[src/rtl/fir_filter_core.sv]
// rtl/fir_filter_core.sv - 8-tap fixed-coefficient direct-form FIR filter, one sample per clock.
// Optional output saturation selected by defining FIR_OUT_SAT_EN; default build wraps to OUT_WIDTH LSBs.
module fir_filter_core #(
    parameter int DATA_WIDTH = 16,
    parameter int COEF_WIDTH = 16,
    parameter int NTAPS      = 8,
    parameter int OUT_WIDTH  = 32,
    parameter logic [NTAPS*COEF_WIDTH-1:0] COEFFS = {
        16'd256, 16'd1024, 16'd3072, 16'd4864,
        16'd4864, 16'd3072, 16'd1024, 16'd256
    }
) (
    input  logic                         clk,
    input  logic                         rst,
    input  logic signed [DATA_WIDTH-1:0] data_in,
    output logic signed [OUT_WIDTH-1:0]  data_out
);

    localparam int ACC_WIDTH  = DATA_WIDTH + COEF_WIDTH + $clog2(NTAPS);
    localparam int PROD_WIDTH = DATA_WIDTH + COEF_WIDTH;

    logic signed [DATA_WIDTH-1:0] r_x [NTAPS];
    logic signed [PROD_WIDTH-1:0] w_prod [NTAPS];
    logic signed [ACC_WIDTH-1:0]  w_sum;
    logic signed [OUT_WIDTH-1:0]  w_out;

    always_ff @(posedge clk or negedge rst) begin
        if (!rst) begin
            for (int k = 0; k < NTAPS; k++) begin
                r_x[k] <= '0;
            end
        end else begin
            r_x[0] <= data_in;
            for (int k = 1; k < NTAPS; k++) begin
                r_x[k] <= r_x[k-1];
            end
        end
    end

    // Operands are sign-extended to the product width so the multiply is full precision.
    always_comb begin
        w_sum = '0;
        for (int k = 0; k < NTAPS; k++) begin
            w_prod[k] = $signed({{COEF_WIDTH{r_x[k][DATA_WIDTH-1]}}, r_x[k]})
                      * $signed({{DATA_WIDTH{COEFFS[k*COEF_WIDTH+COEF_WIDTH-1]}},
                                 COEFFS[k*COEF_WIDTH +: COEF_WIDTH]});
            w_sum = w_sum + {{(ACC_WIDTH-PROD_WIDTH){w_prod[k][PROD_WIDTH-1]}}, w_prod[k]};
        end
    end

`ifdef FIR_OUT_SAT_EN
    // Bits above the output sign bit must all equal it, otherwise the sum is out of range.
    logic [ACC_WIDTH-OUT_WIDTH:0] w_hi;
    assign w_hi = w_sum[ACC_WIDTH-1:OUT_WIDTH-1];

    always_comb begin
        if (!w_sum[ACC_WIDTH-1] && (|w_hi)) begin
            w_out = {1'b0, {(OUT_WIDTH-1){1'b1}}};
        end else if (w_sum[ACC_WIDTH-1] && !(&w_hi)) begin
            w_out = {1'b1, {(OUT_WIDTH-1){1'b0}}};
        end else begin
            w_out = w_sum[OUT_WIDTH-1:0];
        end
    end
`else
    logic w_unused_sum;
    assign w_unused_sum = &{1'b0, w_sum};
    assign w_out        = w_sum[OUT_WIDTH-1:0];
`endif

    always_ff @(posedge clk or negedge rst) begin
        if (!rst) begin
            data_out <= '0;
        end else begin
            data_out <= w_out;
        end
    end

endmodule

[config.mk]
export PLATFORM = sky130hd
export DESIGN_NAME = fir_filter_core
export DESIGN_NICKNAME = d
export VERILOG_FILES = /design/src/rtl/fir_filter_core.sv
export SDC_FILE = /design/constraint.sdc
export NUM_CORES = 1
export LEC_CHECK = 0
export BUFFER_PORTS_ARGS = -buffer_cell sky130_fd_sc_hd__buf_4
export CORE_UTILIZATION = 48
export DETAILED_ROUTE_END_ITERATION = 12
export PLACE_DENSITY = 0.67
export SYNTH_ARGS = -nofsm -noshare
export SYNTH_HDL_FRONTEND = slang
export SYNTH_SLANG_ARGS = --single-unit
export TNS_END_PERCENT = 1
[constraint.sdc]
create_clock -name clk -period 6.5 [get_ports clk]
set_input_delay 0.975 -clock clk [delete_from_list [all_inputs] [get_ports clk]]
set_output_delay 0.975 -clock clk [all_outputs]
set_load 0.02 [all_outputs]
==> results of run 1 <==
registers in the layout (all words and copies together) (netlist names):
signal and count:
data_out 24, r_x 128
worst max-delay path, cell delays in order, from the launching register on:
cell	delay (ns)
sky130_fd_sc_hd__dfrtp_2	0.45
sky130_fd_sc_hd__ha_4	0.28
sky130_fd_sc_hd__ha_4	0.19
sky130_fd_sc_hd__fa_1	0.56
sky130_fd_sc_hd__ha_4	0.22
sky130_fd_sc_hd__nor2b_1	0.13
sky130_fd_sc_hd__o31a_1	0.32
sky130_fd_sc_hd__o211ai_1	0.33
sky130_fd_sc_hd__nand3_2	0.18
sky130_fd_sc_hd__a31o_4	0.26
sky130_fd_sc_hd__a21oi_4	0.12
sky130_fd_sc_hd__xor2_1	0.20
sky130_fd_sc_hd__fa_1	0.47
sky130_fd_sc_hd__fa_1	0.49
sky130_fd_sc_hd__inv_1	0.05
sky130_fd_sc_hd__fa_1	0.45
sky130_fd_sc_hd__fa_1	0.54
sky130_fd_sc_hd__ha_4	0.21
sky130_fd_sc_hd__a211o_1	0.29
sky130_fd_sc_hd__or3_1	0.38
sky130_fd_sc_hd__o221a_4	0.23
sky130_fd_sc_hd__or3b_1	0.33
sky130_fd_sc_hd__and3_1	0.18
worst paths after layout:
| kind | start | endpoint | slack (ns) | depth (start not counted) |
|---|---|---|---|---|
| worst min-delay path | r_x[102] | r_x[86] | 0.39 | 0 |
| worst max-delay path | r_x[53] | data_out[29] | -0.48 | 22 |
| min in group asynchronous | rst | data_out[31] | 0.63 | 1 |
| worst max register to register | r_x[53] | data_out[29] | -0.48 | 22 |
| max in group asynchronous | rst | r_x[87] | 4.60 | 2 |
| worst min register to register | r_x[102] | r_x[86] | 0.39 | 0 |
layer usage:
metal / up-vias / share of wire, % / routed length [microns] / global-route usage, %
met5: - / 0 / 0 / 0
met2: 141 / 46 / 12300 / 33.5
met1: 4224 / 49 / 13000 / 30.3
met4: 0 / 1.4 / 372 / 5.42
li1: 4051 / - / - / -
met3: 30 / 3.3 / 865 / 2.54
repair_timing:
action | 4_1_cts | 5_1_grt
gates resized for setup | 14 | 22
endpoints found under the setup margin | 11 | 12
buffers inserted | 1 | 1
gates cloned | 0 | 0
pin swaps | 7 | 25
stage by stage:
stage / setup TNS (ns) / setup WS, ns
2_1_floorplan: -0.132 / -0.132
3_3_place_gp: -2.39 / -0.520
3_5_place_dp: -3.95 / -0.675
4_1_cts: -2.68 / -0.454
5_1_grt: -4.86 / -0.673
6_report: -2.46 / -0.477
layout make-up:
class / count / area [sq um]
repair buffers: 147 / 1110
inverters: 285 / 1070
multi-input cells: 733 / 8060
fillers: 2159 / 10900
flip-flops and latches: 152 / 3810
clock inverters: 14 / 209
well taps: 335 / 419
clock buffers: 18 / 439
placed cells by master (no fill, tap or decap), types with 17 or more instances in the layout:
master,instances
sky130_fd_sc_hd__a21oi_1,52
sky130_fd_sc_hd__buf_4,146
sky130_fd_sc_hd__clkbuf_16,17
sky130_fd_sc_hd__dfrtp_1,150
sky130_fd_sc_hd__fa_1,149
sky130_fd_sc_hd__ha_1,164
sky130_fd_sc_hd__inv_1,280
sky130_fd_sc_hd__nand2_1,21
sky130_fd_sc_hd__nor2_1,42
sky130_fd_sc_hd__o21ai_0,40
sky130_fd_sc_hd__xnor2_1,49
sky130_fd_sc_hd__xor2_1,24
logic make-up after synthesis:
kind of cell	count (synthesis)	share of synthesized area, %
fa+ha+maj	329	41.3
flops	152	30.0
mux	1	0.0790
compound gates	184	9.17
xor+xnor	75	5.18
buf+inv	293	8.91
other cells	1	0.0296
simple gates	136	5.31
==> run summary, run 1 <==
The post-CTS clock slew at the launch and capture registers of the worst setup and hold paths came out at roughly 0.070 ns. The area of all placed cells without fillers came out at 15100 sq um. The number of antenna repair diodes came out at 0. The run finished, with violations left. The count of TritonRoute iterations in the first routing pass is 7. By area the synthesized netlist is led by sky130_fd_sc_hd__dfrtp_1, sky130_fd_sc_hd__fa_1, sky130_fd_sc_hd__ha_1.

Setup repair after global routing could not meet its margin everywhere. The number of violations of the max-capacitance limit is 0. The cell with the most instances after synthesis is sky130_fd_sc_hd__inv_1. The total routing usage reported by global routing came out at 21.0%.

The hold slack came out at ~0.4 ns. For this run, asynchronously set or reset flops after synthesis account for 100%. The area after detailed placement came out at 14300 sq um. The tree is rooted in a sky130_fd_sc_hd__clkbuf_16. For this design, the sink count on the clock tree is 152.

The clock insertion delay at the later pin of the skew report is ~0.44 ns. The type of element capturing the critical path is a flop. The post-detailed-routing wire length came out at ~26000 microns. In the routed design, unresolved DRC markers number 0. The setup clock skew after layout is approximately 0.015 ns. The critical path in this run is classified as reg2reg.

Data arrives at the worst endpoint at 7.30 ns. Of all nets on the critical path, the largest fanout is 3. The post-detailed-route wirelength per cell came out at approximately 16 microns. The number of slew-limit violations in the final report is 0. The final cell count without fillers came out at roughly 1700.

The overall via count from detail_route is 8446. The number of flops mapped to enable cells by yosys came out at 0. The required time reported for the critical path endpoint came out at 6.83 ns.

STA classifies the critical path startpoint as a flop. Once layout is complete, the utilization of the core stands at around 58%. The vertical die dimension came out at ~160 microns. The shortest period the worst path allows came out at between 6 and 7 ns.

Of the available clock period, the critical path in the final layout requires 107%. The proportion of synthesized chip area in sequential cells came out at 30.0%. The achievable frequency is around 140 MHz. The number of global-route vias before repair is just under 9000.

The Yosys warning count came out at 0. The initial antenna violation count came out at 1. In this run the cell area of the synthesized design comes to between 10000 and 15000 sq um. Among all flip-flop cells after synthesis, the most frequent one is sky130_fd_sc_hd__dfrtp_1.

The placed wire-length estimate after detailed placement is around 22000 microns. The number of nets in the layout is around 1700. Summed over all instances, the cell type with the most area after synthesis is sky130_fd_sc_hd__dfrtp_1. TritonCTS built the clock tree. Ranked by instance count, the synthesized netlist is headed by sky130_fd_sc_hd__inv_1, sky130_fd_sc_hd__ha_1, sky130_fd_sc_hd__dfrtp_1.

The maximum number of pins on one net before global-route repair came out at 99. The die boundary width is approximately 160 microns. The remaining antenna violation count is 0. The count of routing violations after the opening detailed-route iteration came out at between 300 and 400. The boundary pin count is 50. The die covers approximately 27000 sq um. The average instance area after synthesis is around 11 sq um. Buffers inserted to repair hold after CTS numbered 0.

The core region is about 26000 sq um. The share of post-route cells with drive strength above 1 came out at around 17%. The last weighted congestion value of the routability-driven placer is around 0.92.

In the routed layout, each cell is associated on average with a via count of between 5 and 6. After floorplanning, the core was divided into 59 placement rows. In this run the tool buffered the top-level ports with 41 buffer cells. The layout overhead on the synthesized area is 19.2%.

The H-tree level count is 4. The global-route wire length before repair is 42900 microns. Counting along the longest clock path gives a buffer depth of 2.

At the pin with the least slew margin, the transition time is roughly 0.9 ns. The number of CTS-inserted buffers came out at 17. The final setup slack of the worst path came out at -0.477 ns. The number of endpoints failing setup at the final stage is 10. Counting distinct cell types in the post-synthesis netlist gives between 50 and 60. The portion of synthesized cell area occupied by the leading cell type is between 30 and 40%.

The starting density of the core came out at roughly half. The total count of hold-check failures in the final report came to 0. The gate count of the mapped netlist came out at approximately 1200. The number of placed instances, taps included, is around 1700. After synthesis the netlist holds a flip-flop and latch count of approximately 150.

The worst hold path belongs to the class reg2reg. Global routing finished with a remaining overflow of 0. The tightest slew margin relative to the limit came out at just under 40%. The final reports fail on negative setup slack.
Power of run 1 is left out: the tool's default activity adds up to more than one toggle a clock period on the data nets, which glitch-free logic cannot reach.
==> run 2: changes to the inputs <==
CELL_PAD_IN_SITES_DETAIL_PLACEMENT = 1   (was default)
CELL_PAD_IN_SITES_GLOBAL_PLACEMENT = 1   (was default)
CORE_UTILIZATION = 46   (was 48)
PLACE_DENSITY = default   (was 0.67)
PLACE_DENSITY_LB_ADDON = 0.1   (was default)
==> run 2 against run 1 <==
Against the previous run: the run still ends with negative setup slack left; sequential share of layout area down 0.31 points; cell count up 2.0%; cell area up 1.2%; critical path depth up 2; count of clock-buffer cells in the layout unchanged; worst setup slack worse by 0.088 ns; clock skew up 0.0016 ns; utilization down 1.6 points; register-to-register slack worse by 0.09 ns; non-clock buffer count up 28; hold slack worse by 0.0099 ns; die area up 4.3%; critical endpoint unchanged.
==> run summary, run 2 (same netlist as run 1, synthesis figures left out) <==
The capture point of the worst path is data_out[29]. The number of endpoints failing setup at the final stage came to 11 (+1). The remaining antenna violation count came to 0 (unchanged). The remaining routing DRC violations came out at 0 (unchanged). The cell occurring most often along the worst timing path is sky130_fd_sc_hd__fa_1. The overall via count from detail_route is 8755 (+3.7%).

The count of TritonRoute iterations in the first routing pass was 5 (-2). The core region area was 27000 sq um (+4.0%). The number of antenna repair diodes is 0 (unchanged).

The met2 track demand over resource in global routing is 40.9% (+7.4 points). In the layout the commonest cells are sky130_fd_sc_hd__inv_1, sky130_fd_sc_hd__buf_4, sky130_fd_sc_hd__ha_1, sky130_fd_sc_hd__dfrtp_1, sky130_fd_sc_hd__fa_1. Among all stages on the critical path, the largest delay is contributed by sky130_fd_sc_hd__fa_1. The achievable frequency came out at 142 MHz (-1.2%). By startpoint and endpoint, the worst setup path is classified as reg2reg. The required time reported for the critical path endpoint is 6.84 ns (about the same). The vertical die dimension came to 168 microns (+2.1%). The footprint of the multi-input gates came out at 8060 sq um (about the same). The count of input and output buffers came to 41 (unchanged). The area used by sequential logic in the layout came out at 3800 sq um (about the same). The highest fanout seen on the critical path came to 4 (+1). The count of fill cells added during filler insertion was 2958 (+37%). In the final layout, the registers with the most flip-flops are r_x: 128 flops, data_out: 24 flops. The hold slack is 0.379 ns (-0.00985 ns). The die boundary width is 168 microns (+2.1%). The setup clock skew after layout was 0.0162 ns (+0.00164 ns).

The count of routing violations after the opening detailed-route iteration came out at 270 (-29%). The worst setup path is captured at a flop. The maximum buffer depth of the clock tree came to 2 (unchanged). The flow ran to the end, but the final reports show violations. The H-tree level count came to 4 (unchanged). Setup repair after global routing could not meet its margin everywhere. Leaving out fill and tap cells, the most frequent cell in the layout is sky130_fd_sc_hd__inv_1. The tightest slew margin relative to the limit is 42.0% (+2.2 points). The post-detailed-route wirelength per cell came to 19.0 microns (+21%). The boundary pin count came to 50 (unchanged). The share of post-route cells with drive strength above 1 came out at 18.9% (+1.8 points). The biggest cell delay along the critical path came out at 0.59 ns (+0.03 ns).

The total count of hold-check failures in the final report came out at 0 (unchanged). The clock insertion delay at the later pin of the skew report is 0.44 ns (about the same). The number of CTS-inserted buffers came to 17 (unchanged). The depth of the most critical reg-to-reg path came out at 24 (+9.1%). The global routing met3 resource utilization came to 3.20% (+0.66 points). The total global routing overflow came out at 0 (unchanged). The end-of-flow core utilization is 56.6% (-1.6 points).

The shortest period the worst path allows is 7.07 ns (+0.0880 ns). The flop-to-flop setup slack is -0.57 ns (-0.09 ns). The clock net sink count came out at 152 (unchanged). Walking the worst path, the cells encountered are ha_1 -> ha_1 -> inv_1 -> fa_1 -> inv_2 -> ha_4 -> o21a_1 -> o31a_1 -> o211ai_1 -> nand3_2 -> a31o_4 -> a21oi_4 -> xor2_1 -> fa_1 -> fa_1 -> inv_2 -> fa_1 -> fa_1 -> ha_4 -> a211o_1 -> or3_4 -> o221a_4 -> or3b_1 -> and3_1. The number of flip-flops under the largest register name is 128 (unchanged).

The post-detailed-routing wire length is 32600 microns (+23%). The number of hold-repair buffers added at the cts stage was 0 (unchanged). The worst path arrival time came out at 7.41 ns (+0.11 ns). The last weighted congestion value of the routability-driven placer was 0.842 (-8.7%). The path category of the worst min-delay check is reg2reg. The final setup slack of the worst path came out at -0.565 ns (-0.0880 ns).

The starting density of the core came out at 46.9% (-1.9 points). In this run the critical register-to-register path is captured at data_out[29]. The total die area came out at 28200 sq um (+4.3%). The post-CTS clock slew at the launch and capture registers of the worst setup and hold paths came out at 0.07 ns (about the same). The part of the cycle the worst path needs was 109% (+1.4 points). From synthesis to final layout, the design area changed by 20.7%. The average vias per placed instance is 5.10 (+1.6%).

The global routing met1 resource utilization is 34.3% (+4.0 points). The initial antenna violation count came out at 2 (+1). The number of global-route vias before repair came to 9998 (+14%). The number of violations of the max-capacitance limit came out at 0 (unchanged). The global-route wire length before repair came out at 52300 microns (+22%).

The checks that failed: negative setup slack. The placed wire-length estimate after detailed placement came out at 26800 microns (+24%). The pin slew with the least headroom to its limit came out at 0.870 ns (-0.0334 ns). The clock tree from TritonCTS is built. The total routing usage reported by global routing came out at 24.5% (+3.6 points). The cell chosen for the clock root is sky130_fd_sc_hd__clkbuf_16. The maximum number of pins on one net before global-route repair came out at 90 (-9.1%).

The number of slew-limit violations in the final report came out at 0 (unchanged). The number of nets in the layout came out at 1711 (+1.7%). The startpoint identified for the worst register-to-register timing path is r_x[53]. The row count is 60 (+1.7%). The critical path starts at r_x[53]. The most used routing layer in global routing is met2. STA classifies the critical path startpoint as a flop. The register with the most flip-flops is r_x.
run 2: through the flow:
stage	instance area (sq um)	setup TNS, ns	setup WS [ns]	cells
after floorplan	12800	-0.132	-0.132	1178
after global routing	15300	-6.12	-0.762	1718
final	15300	-3.30	-0.565	1718
after global placement	14500	-3.16	-0.481	1681
after detailed placement	14500	-5.10	-0.622	1681
after CTS	15100	-3.96	-0.619	1715
run 2: layout make-up:
cell class | count | area share, %
clock buffer | 18 | 2.81
clock inverter | 14 | 1.23
inverter | 285 | 7.00
multi-input combinational | 733 | 52.7
sequential | 152 | 24.9
tap | 341 | 2.79
timing repair buffer | 175 | 8.62
run 2: critical path, delay by kind of cell, from the launching register on:
family                   cells  cell delay, ns
adder cells (fa/ha/maj)      9            3.68
AO/OA/AOI/OAI                7            1.52
XOR/XNOR                     1            0.18
flip-flops                   1            0.45
buffers and inverters        3            0.14
AND/OR/NAND/NOR              4            0.98
run 2: metal layers:
| layer | wire (microns) | vias to the layer above |
|---|---|---|
| li1 | - | 4109 |
| met1 | 15800 | 4509 |
| met4 | 367 | 0 |
| met2 | 15600 | 104 |
| met5 | 0 | - |
| met3 | 834 | 33 |
run 2: timing repair:
| item | 4_1_cts | 5_1_grt |
|---|---|---|
| setup buffers | 2 | 3 |
| resized for setup | 15 | 25 |
| pin swaps | 9 | 16 |
| setup endpoints to repair | 12 | 13 |
run 2: worst min path at each step:
stage	start	endpoint	slack (ns)	cells past startpoint
after CTS	r_x[113]	r_x[97]	0.38	0
after global routing	r_x[113]	r_x[97]	0.39	0
after global placement	r_x[113]	r_x[97]	0.36	0
after floorplan	r_x[126]	r_x[110]	0.35	0
after detailed placement	r_x[113]	r_x[97]	0.36	0
final	r_x[113]	r_x[97]	0.38	0
Power of run 2 is left out for the same reason.
